[src/rtl/alu_rsp_pkg.sv]
`default_nettype none
// ============================================================================
//  Module      : alu_rsp_pkg
//  Description : Shared opcode constants and FSM state encoding for the
//                bit-serial ALU responder.
//  Revision    : 1.0 - initial release
// ============================================================================
package alu_rsp_pkg;

  // Opcode encoding carried on the sel port
  localparam logic [1:0] OP_ADD     = 2'd0;
  localparam logic [1:0] OP_ABSDIFF = 2'd1;
  localparam logic [1:0] OP_XOR3    = 2'd2;
  localparam logic [1:0] OP_AND3    = 2'd3;

  // Responder FSM states
  typedef enum logic [1:0] {
    ST_IDLE = 2'd0,
    ST_EXEC = 2'd1,
    ST_DONE = 2'd2
  } state_t;

endpackage
`default_nettype wire

[src/rtl/alu_bit_slice.sv]
`default_nettype none
// ============================================================================
//  Module      : alu_bit_slice
//  Description : One bit of the serial datapath: full-add, both subtract
//                directions (a-b and b-a) with borrow, 3-input xor and and.
//  Revision    : 1.0 - initial release
// ============================================================================
module alu_bit_slice (
  input  logic a,
  input  logic b,
  input  logic c,
  input  logic carry_in,
  input  logic borrow_ab_in,
  input  logic borrow_ba_in,
  output logic sum,
  output logic carry_out,
  output logic diff_ab,
  output logic borrow_ab_out,
  output logic diff_ba,
  output logic borrow_ba_out,
  output logic xor3,
  output logic and3
);

  logic w_axb;

  // Pure combinational per-bit arithmetic and logic
  always_comb begin
    w_axb         = a ^ b;
    sum           = w_axb ^ carry_in;
    carry_out     = (a & b) | (carry_in & w_axb);
    diff_ab       = w_axb ^ borrow_ab_in;
    borrow_ab_out = (~a & b) | (~w_axb & borrow_ab_in);
    diff_ba       = w_axb ^ borrow_ba_in;
    borrow_ba_out = (~b & a) | (~w_axb & borrow_ba_in);
    xor3          = w_axb ^ c;
    and3          = a & b & c;
  end

endmodule
`default_nettype wire

[src/rtl/alu_responder.sv]
`default_nettype none
// ============================================================================
//  Module      : alu_responder
//  Description : Request/response ALU that evaluates add, abs-difference,
//                xor3 or and3 bit-serially (LSB first, one bit per cycle).
//                Define ALU_RSP_CNT_EN to add the 8-bit op_cnt response
//                handshake counter output.
//  Revision    : 1.0 - initial release
// ============================================================================
module alu_responder
  import alu_rsp_pkg::*;
#(
  parameter int W = 3
) (
  input  logic         clk,
  input  logic         rst_n,
  input  logic         req_valid,
  output logic         req_ready,
  input  logic [1:0]   sel,
  input  logic [W-1:0] a,
  input  logic [W-1:0] b,
  input  logic [W-1:0] c,
  output logic         rsp_valid,
  input  logic         rsp_ready,
  output logic [W:0]   d,
  output logic         neg
`ifdef ALU_RSP_CNT_EN
  ,
  output logic [7:0]   op_cnt
`endif
);

  localparam int IW = (W > 1) ? $clog2(W) : 1;
  localparam logic [IW-1:0] C_LAST_IDX = IW'(W - 1);

  state_t         r_state;
  logic [1:0]     r_sel;
  logic [W-1:0]   r_a, r_b, r_c;
  logic [IW-1:0]  r_idx;
  logic           r_carry, r_borrow_ab, r_borrow_ba;
  logic [W-1:0]   r_sum, r_dab, r_dba, r_x3, r_and3;
  logic [W:0]     r_d;
  logic           r_neg, r_rsp_valid, r_req_ready;

  logic           w_sum, w_cout, w_dab, w_bab, w_dba, w_bba, w_x3, w_and3;
  logic [W-1:0]   w_sum_n, w_dab_n, w_dba_n, w_x3_n, w_and3_n;

  alu_bit_slice u_slice (
    .a             (r_a[r_idx]),
    .b             (r_b[r_idx]),
    .c             (r_c[r_idx]),
    .carry_in      (r_carry),
    .borrow_ab_in  (r_borrow_ab),
    .borrow_ba_in  (r_borrow_ba),
    .sum           (w_sum),
    .carry_out     (w_cout),
    .diff_ab       (w_dab),
    .borrow_ab_out (w_bab),
    .diff_ba       (w_dba),
    .borrow_ba_out (w_bba),
    .xor3          (w_x3),
    .and3          (w_and3)
  );

  // Partial results with the current bit merged in, so the last EXEC edge
  // can load the final result directly
  always_comb begin
    w_sum_n         = r_sum;
    w_dab_n         = r_dab;
    w_dba_n         = r_dba;
    w_x3_n          = r_x3;
    w_and3_n        = r_and3;
    w_sum_n[r_idx]  = w_sum;
    w_dab_n[r_idx]  = w_dab;
    w_dba_n[r_idx]  = w_dba;
    w_x3_n[r_idx]   = w_x3;
    w_and3_n[r_idx] = w_and3;
  end

  // Control FSM, serial datapath state and registered response outputs
  always_ff @(posedge clk or negedge rst_n) begin
    if (!rst_n) begin
      r_state     <= ST_IDLE;
      r_sel       <= OP_ADD;
      r_a         <= '0;
      r_b         <= '0;
      r_c         <= '0;
      r_idx       <= '0;
      r_carry     <= 1'b0;
      r_borrow_ab <= 1'b0;
      r_borrow_ba <= 1'b0;
      r_sum       <= '0;
      r_dab       <= '0;
      r_dba       <= '0;
      r_x3        <= '0;
      r_and3      <= '0;
      r_d         <= '0;
      r_neg       <= 1'b0;
      r_rsp_valid <= 1'b0;
      r_req_ready <= 1'b1;
    end else begin
      case (r_state)
        ST_IDLE: begin
          if (req_valid && r_req_ready) begin
            r_sel       <= sel;
            r_a         <= a;
            r_b         <= b;
            r_c         <= c;
            r_idx       <= '0;
            r_carry     <= 1'b0;
            r_borrow_ab <= 1'b0;
            r_borrow_ba <= 1'b0;
            r_sum       <= '0;
            r_dab       <= '0;
            r_dba       <= '0;
            r_x3        <= '0;
            r_and3      <= '0;
            r_req_ready <= 1'b0;
            r_state     <= ST_EXEC;
          end
        end
        ST_EXEC: begin
          r_sum       <= w_sum_n;
          r_dab       <= w_dab_n;
          r_dba       <= w_dba_n;
          r_x3        <= w_x3_n;
          r_and3      <= w_and3_n;
          r_carry     <= w_cout;
          r_borrow_ab <= w_bab;
          r_borrow_ba <= w_bba;
          r_idx       <= r_idx + IW'(1);
          if (r_idx == C_LAST_IDX) begin
            // Final borrow out of a-b tells whether a<b
            case (r_sel)
              OP_ADD: begin
                r_d   <= {w_cout, w_sum_n};
                r_neg <= 1'b0;
              end
              OP_ABSDIFF: begin
                r_d   <= w_bab ? {1'b0, w_dba_n} : {1'b0, w_dab_n};
                r_neg <= w_bab;
              end
              OP_XOR3: begin
                r_d   <= {1'b0, w_x3_n};
                r_neg <= 1'b0;
              end
              default: begin
                r_d   <= {1'b0, w_and3_n};
                r_neg <= 1'b0;
              end
            endcase
            r_rsp_valid <= 1'b1;
            r_state     <= ST_DONE;
          end
        end
        ST_DONE: begin
          if (rsp_ready) begin
            r_rsp_valid <= 1'b0;
            r_req_ready <= 1'b1;
            r_state     <= ST_IDLE;
          end
        end
        default: begin
          r_rsp_valid <= 1'b0;
          r_req_ready <= 1'b1;
          r_state     <= ST_IDLE;
        end
      endcase
    end
  end

`ifdef ALU_RSP_CNT_EN
  logic [7:0] r_op_cnt;

  // Count completed response handshakes, wrapping naturally at 8 bits
  always_ff @(posedge clk or negedge rst_n) begin
    if (!rst_n) begin
      r_op_cnt <= '0;
    end else if (r_rsp_valid && rsp_ready) begin
      r_op_cnt <= r_op_cnt + 8'd1;
    end
  end

  assign op_cnt = r_op_cnt;
`endif

  assign req_ready = r_req_ready;
  assign rsp_valid = r_rsp_valid;
  assign d         = r_d;
  assign neg       = r_neg;

endmodule
`default_nettype wire

[config.mk]
export PLATFORM = sky130hd
export DESIGN_NAME = alu_responder
export DESIGN_NICKNAME = d
export VERILOG_FILES = /design/src/rtl/alu_rsp_pkg.sv /design/src/rtl/alu_bit_slice.sv /design/src/rtl/alu_responder.sv
export SDC_FILE = /design/constraint.sdc
export NUM_CORES = 1
export LEC_CHECK = 0
export BUFFER_PORTS_ARGS = -buffer_cell sky130_fd_sc_hd__buf_2
export CAP_MARGIN = 20
export CORE_MARGIN = 5
export CORE_UTILIZATION = 52
export DETAILED_ROUTE_END_ITERATION = 8
export PLACE_DENSITY = 0.75
export REMOVE_ABC_BUFFERS = 1
export SYNTH_ARGS = -nofsm -noshare
export SYNTH_HDL_FRONTEND = slang
export SYNTH_HIERARCHICAL = 1
export SYNTH_SLANG_ARGS = --single-unit
[constraint.sdc]
create_clock -name clk -period 2.59 [get_ports clk]
set_input_delay 0.3885 -clock clk [delete_from_list [all_inputs] [get_ports clk]]
set_output_delay 0.3885 -clock clk [all_outputs]
set_load 0.01 [all_outputs]
==> results by group, run 1 <==
Hold path
  – Hold Crit Class: input pin to async pin

GRT
  – Total Routing Usage GR: 18.2%
  – Vias in the first global route: 1477
  – Largest net degree at the start of global routing: 38
  – Initial antenna violation count: 0
  – First-pass GRT wire length: 7090 um
  – Gr ovfl total: 0

Setup path
  – Setup crit end: d[1]$_DFFE_PN0P_
  – Critical Path Start Type: flip-flop
  – Critical Path Start: r_idx[0]$_DFFE_PN0P_
  – R2R cell count: 9
  – Crit Path Class: flip-flop to flip-flop
  – Crit Reg-Reg Startpoint: r_idx[0]$_DFFE_PN0P_
  – CP Max Fanout: 5
  – Worst reg2reg setup slack: 0.12 ns
  – Critical path arrival: 2.64 ns
  – Crit Reg-Reg Endpoint: d[1]$_DFFE_PN0P_
  – Crit. End Element: flip-flop
  – Req. time, crit path: 2.77 ns

Synth
  – Seq cells post-synth: 37
  – Synth warnings: 6
  – Cells after Synth: 172
  – Leading register cell type out of synthesis: dfrtp_1
  – Leading area contributor after synthesis: dfrtp_1
  – Mean area per synthesized cell: 11.2 um^2
  – Register area share after synthesis: 48.0%
  – Post-synth EDFFs: 0
  – Synth area leaders: dfrtp_1 47%, mux2_1 8.2%, mux2i_1 5.2%
  – Post-synth top area share: 46.6%
  – Netlist cell types: 44
  – Post-synthesis instance area: 1930 um^2
  – Asr flop ratio synth: 100%

Clock network
  – CTS root buf: clkbuf_8
  – CTS buffer count: 5
  – Clk buf depth: 2
  – Clock Latency Late Sink: 0.30 ns
  – CTS tree: built
  – CTS clock-pin slew for the worst setup and hold paths: 0.08 ns
  – Clock tree sinks: 37
  – Htree depth: 2

Placement
  – RePlAce Congestion: 0.978
  – Cell Area, Placed: 2110 um^2
  – Final HPWL DP: 3000 um
  – PortBufs: 21

Finish
  – Design area: 2210 um^2
  – Fraction of layout cells with a size suffix above 1: 24.6%
  – N_diodes: 0
  – Filler cells: 319
  – Final Util: 61.0%
  – Layout area overhead: 14.6%
  – Fin nets: 221

Floorplan
  – Core area: 3630 um^2
  – Initial Util: 53.2%
  – Die height: 71.0 um
  – Num rows: 22
  – Die area: 5040 um^2
  – Die width: 71.0 um
  – IO Pins: 22

Route
  – Post-Route WL: 4080 um
  – Vias: 1418
  – DRT Pass-1 Iters: 4
  – Drt via density: 5.74
  – DR WL/cell: 16.5 um
  – Starting DRC count in detailed routing: 104
  – Post-DRT Antenna Nets: 0
  – # DRC: 0

STA
  – Max Transition Viols Final: 0
  – Fin crit share: 95.2%
  – Fmax: 0.405 GHz
  – Final setup violating endpoints: 0
  – Actual slew at the worst max-slew pin: 0.821 ns
  – Tmin final: 2.47 ns
  – Fin. Hold Viols: 0
  – Skew final: 0.0164 ns
  – Rel. slew slack: 45.2%

Pwr
  – Maximum VDD drop: 0.000578 V
  – Pwr Total: 3180 uW
  – Cell Pwr Density: 1440 nW/um^2
  – Leak: 0.00104 uW

Job
  – Max Cap Viol: 0

Run status
  – Status: completed
cell families (layout without fill, tap and decap cells):
logic type	count (synthesis)	in the layout	synth area share (%)
AOI/OAI and AO/OA	40	40	15.5
xor gates and xnor gates	1	1	0.453
adders and majority gates	8	8	6.34
buffers and inverters	20	47	4.79
DFF	37	37	48.0
muxes	25	25	14.5
and+or+nand+nor	41	41	10.5
sequential cells by signal (all words and copies together) (netlist names), 2 cells and up:
signal and cells:
d 4, r_a 3, r_b 3, r_c 3
r_sum 3, r_x3 3, r_and3 2, r_dab 2
r_dba 2, r_idx 2, r_sel 2, r_state 2
cells in the final DEF (no fill, tap or decap), drive strengths merged, types with 4 or more instances in the layout:
cell type / netlist / routed
inv: 8 / 8
ha: 5 / 5
mux2: 14 / 14
nor2: 6 / 6
clkbuf: 4 / 7
a32o: 8 / 8
a21oi: 4 / 4
nand2: 22 / 22
buf: 8 / 31
o21ai: 12 / 12
dfrtp: 36 / 36
mux2i: 10 / 10
o22ai: 4 / 4
cell usage after synthesis, drive strengths merged, types with 2 or more instances:
master	count
nor2	6
a21oi	4
nor3b	2
a22o	2
o21ai	12
mux2	14
clkbuf	4
inv	8
mux2i	10
nand3b	2
buf	8
o31ai	2
ha	5
a32o	8
fa	3
nand2	22
dfrtp	36
o22ai	4
layer usage:
layer | track usage, % | wire [um]
met5 | 0 | 0
met1 | 22.6 | 1700
met3 | 5.40 | 200
met2 | 29.9 | 2090
met4 | 6.89 | 90
critical path, cell delays in order (launching register included):
cell	delay, ns
dfrtp_2	0.44
buf_4	0.15
mux2i_1	0.11
o21ai_1	0.19
inv_1	0.11
fa_1	0.55
inv_1	0.09
mux2_1	0.32
a211oi_1	0.28
a21oi_1	0.11
what timing repair did:
action,CTS,global route
setup endpoints to repair,3,3
resized for setup,1,6
hold buffers,0,0
hold endpoints to repair,0,0
setup buffers,0,0
pin swaps,0,1
worst min path at each step:
stage,endpoint,slack (ns),depth (start not counted)
after detailed placement,r_dab[1]$_DFFE_PN0P_,0.48,1
after global placement,d[3]$_DFFE_PN0P_,0.45,2
after global routing,r_sum[1]$_DFFE_PN0P_,0.25,1
after floorplan,d[0]$_DFFE_PN0P_,0.09,0
final,neg$_DFFE_PN0P_,0.18,1
after CTS,neg$_DFFE_PN0P_,0.21,1
per-stage QoR:
step                worst slack, ns  setup TNS (ns)  hold slack (ns)  std cells
finish                        0.124               0            0.185        247
global route                -0.0863         -0.0863            0.246        247
CTS                          0.0300               0            0.210        247
detailed placement          -0.0736          -0.144            0.478        239
global placement            0.00597               0            0.453        239
floorplan                   -0.0395         -0.0395           0.0929        160
area by class of cell:
class	instances	area [um^2]	area share, %
Sequential cell	37	930	42.0
Multi-Input combinational cell	115	921	41.6
Timing Repair Buffer	31	180	8.14
Clock buffer	7	86.3	3.90
Tap cell	48	60.1	2.71
Inverter	8	30.0	1.36
Clock inverter	1	7.51	0.339
power breakdown:
group          leakage, uW  internal [uW]  switching (uW)
Sequential        0.000470            833             196
Clock            0.0000445            216             207
Combinational     0.000528            797             930
Total              0.00104           1850            1330
Power figures use the tool's default switching activity.
==> run 2, diff against run 1 <==
--- a/config.mk
+++ b/config.mk
@@ -7,11 +7,11 @@
 export LEC_CHECK = 0
 export BUFFER_PORTS_ARGS = -buffer_cell sky130_fd_sc_hd__buf_2
 export CAP_MARGIN = 20
-export CORE_MARGIN = 5
 export CORE_UTILIZATION = 52
 export DETAILED_ROUTE_END_ITERATION = 8
 export PLACE_DENSITY = 0.75
 export REMOVE_ABC_BUFFERS = 1
+export SKIP_LAST_GASP = 1
 export SYNTH_ARGS = -nofsm -noshare
 export SYNTH_HDL_FRONTEND = slang
 export SYNTH_HIERARCHICAL = 1
==> run 2 against run 1 <==
  * Non-clock buffer count grew 1
  * Worst setup slack improved by 0.057 ns
  * Final cell count down 0.40%
  * Via count grew 1.5%
  * Combinational power is essentially flat
  * Global-route usage grew 5.1 points
  * Power rose by 0.19%
  * Register-to-register slack gained 0.06 ns
  * Critical path type unchanged
  * Hold slack got worse by 0.0023 ns
  * Clock skew down 0.011 ns
==> results by group, run 2 (synthesis results as in run 1) <==
Run status
  – Status: completed

Finish
  – Design area: 2210 um^2 (-0.11%)
  – Fraction of layout cells with a size suffix above 1: 23.5% (-1.1 points)
  – N_diodes: 0 (unchanged)
  – Non-Filler Instances: 246 (-0.40%)
  – Most common cell after layout, fill and taps aside: dfrtp_1
  – Max reg flops: 4 (unchanged)
  – Commonest non-fill, non-tap cells in the layout: 36 x dfrtp_1, 22 x nand2_1, 21 x buf_2, 14 x mux2_1, 11 x buf_4
  – Layout area overhead: 14.4%
  – Fin nets: 222 (+0.45%)

STA
  – RSZ-0062 raised after global routing: false
  – Rel. slew slack: 46.6% (+1.4 points)
  – Tmin final: 2.41 ns (-0.0571 ns)
  – Fmax: 0.415 GHz (+2.4%)
  – Skew final: 0.00567 ns (-0.0108 ns)
  – Fin crit share: 93.0% (-2.2 points)
  – Actual slew at the worst max-slew pin: 0.801 ns (-0.0205 ns)
  – Final setup violating endpoints: 0 (unchanged)
  – Max Transition Viols Final: 0 (unchanged)
  – Setup TNS: 0 ns (unchanged)
  – Hold slack: 0.182 ns (-0.00230 ns)
  – Fin. Hold Viols: 0 (unchanged)

Setup path
  – Critical Path Start Type: flip-flop
  – Crit-path max cell delay: 0.55 ns (about the same)
  – Critical Path Start: r_idx[1]$_DFFE_PN0P_
  – CP delay by family, top: compound AO/OA/AOI/OAI gates
  – Crit Reg-Reg Endpoint: d[2]$_DFFE_PN0P_
  – Critical path's slowest cell: fa_1
  – Crit Reg-Reg Startpoint: r_idx[1]$_DFFE_PN0P_
  – Worst-path cell chain: inv_1 -> nor2_2 -> nand2_1 -> o21ai_0 -> buf_4 -> fa_1 -> mux2_1 -> a222oi_1 -> a21oi_1
  – Critical path arrival: 2.57 ns (-0.07 ns)
  – Critical path depth: 9 (unchanged)
  – Crit path buf inv count: 2 (-1)
  – Setup crit end: d[2]$_DFFE_PN0P_
  – CP Max Fanout: 4 (-1)
  – R2R cell count: 9 (unchanged)
  – Crit. End Element: flip-flop
  – Crit Path Class: flip-flop to flip-flop
  – Worst reg2reg setup slack: 0.18 ns (+0.06 ns)
  – Req. time, crit path: 2.75 ns (-0.02 ns)

Clock network
  – CTS tree: built
  – CTS buffer count: 5 (unchanged)
  – Htree depth: 2 (unchanged)
  – # hold bufs at CTS: 0 (unchanged)
  – CTS root buf: clkbuf_8
  – Clk buf depth: 2 (unchanged)
  – Clock tree sinks: 37 (unchanged)
  – CTS clock-pin slew for the worst setup and hold paths: 0.07 ns (about the same)
  – Clock Latency Late Sink: 0.29 ns (about the same)

GRT
  – Vias in the first global route: 1506 (+2.0%)
  – Largest net degree at the start of global routing: 38 (unchanged)
  – Total Routing Usage GR: 23.3% (+5.1 points)
  – First-pass GRT wire length: 6970 um (-1.7%)
  – Gr ovfl total: 0 (unchanged)
  – Initial antenna violation count: 0 (unchanged)

Placement
  – Cell Area, Placed: 2110 um^2 (-0.12%)
  – Final HPWL DP: 2890 um (-3.5%)
  – RePlAce Congestion: 0.900 (-7.9%)
  – PortBufs: 21 (unchanged)
  – Dpl cells: 237 (-0.84%)

Floorplan
  – Core area: 3440 um^2 (-5.3%)
  – Num rows: 21 (-4.5%)
  – Die area: 3970 um^2 (-21%)
  – IO Pins: 22 (unchanged)
  – Die width: 63.0 um (-11%)
  – Initial Util: 56.2% (+3.0 points)
  – Die height: 63.0 um (-11%)

Job
  – Max Cap Viol: 0 (unchanged)

Route
  – # DRC: 0 (unchanged)
  – DR WL/cell: 16.3 um (-1.1%)
  – Post-Route WL: 4020 um (-1.5%)
  – Drt via density: 5.85 (+1.9%)
  – DRT Pass-1 Iters: 5 (+1)
  – Starting DRC count in detailed routing: 131 (+26%)
  – Vias: 1439 (+1.5%)
  – Post-DRT Antenna Nets: 0 (unchanged)

Pwr
  – Maximum VDD drop: 0.000759 V (+31%)
  – Leak: 0.00105 uW (+1.0%)
  – Cell Pwr Density: 1440 nW/um^2 (+0.30%)

Hold path
  – Hold Crit Class: input pin to async pin
run 2: report_power, final:
part | switching [uW] | leakage [uW] | total, uW | internal, uW
Combinational | 936 | 0.000535 | 1740 | 805
Clock | 195 | 0.0000455 | 412 | 217
Sequential | 202 | 0.000472 | 1030 | 830
Total | 1330 | 0.00105 | 3190 | 1850
run 2: metrics by stage:
stage | setup slack (ns) | total power [uW] | util (%)
2_1_floorplan | -0.0395 | 2080 | -
3_3_place_gp | 0.0792 | 2670 | 61.3
3_5_place_dp | -0.0347 | 2750 | 61.3
4_1_cts | 0.0485 | 3180 | 63.9
5_1_grt | 0.0300 | 3460 | 64.3
6_report | 0.181 | 3190 | 64.3
run 2: worst register-to-register path, delay by kind of cell (launching register included):
family,cells,cell delay [ns]
AOI/OAI and AO/OA,3,0.59
buffers and inverters,2,0.28
DFF,1,0.41
and+or+nand+nor,2,0.12
adders and majority gates,1,0.55
muxes,1,0.32
run 2: repair_timing:
item / CTS / global route
endpoints found under the setup margin: 2 / 3
pin swaps: 0 / 0
buffers inserted: 0 / 1
gates resized for setup: 1 / 2
run 2: layout make-up:
cell class	count	area (um^2)
fillers	284	1230
flip-flops and latches	37	927
multi-input cells	115	920
repair buffers	32	188
clock buffers	8	90.1
well taps	46	57.6
inverters	8	30.0
run 2: worst min-delay path by stage:
stage | end | slack [ns] | depth (start not counted)
after global routing | r_x3[1]$_DFFE_PN0P_ | 0.24 | 1
after floorplan | d[0]$_DFFE_PN0P_ | 0.09 | 0
after CTS | r_sum[2]$_DFFE_PN0P_ | 0.21 | 1
after detailed placement | d[3]$_DFFE_PN0P_ | 0.46 | 2
final | r_x3[1]$_DFFE_PN0P_ | 0.18 | 1
after global placement | d[3]$_DFFE_PN0P_ | 0.45 | 2
run 2: routing by layer:
| layer | up-vias | part of all wire (%) | global-route usage, % | wire length (um) |
|---|---|---|---|---|
| li1 | 667 | - | - | - |
| met3 | 4 | 3.6 | 4.93 | 145 |
| met1 | 733 | 44 | 29.6 | 1790 |
| met2 | 35 | 50 | 37.9 | 2020 |
| met5 | - | 0 | 0 | 0 |
| met4 | 0 | 1.7 | 10.8 | 67 |
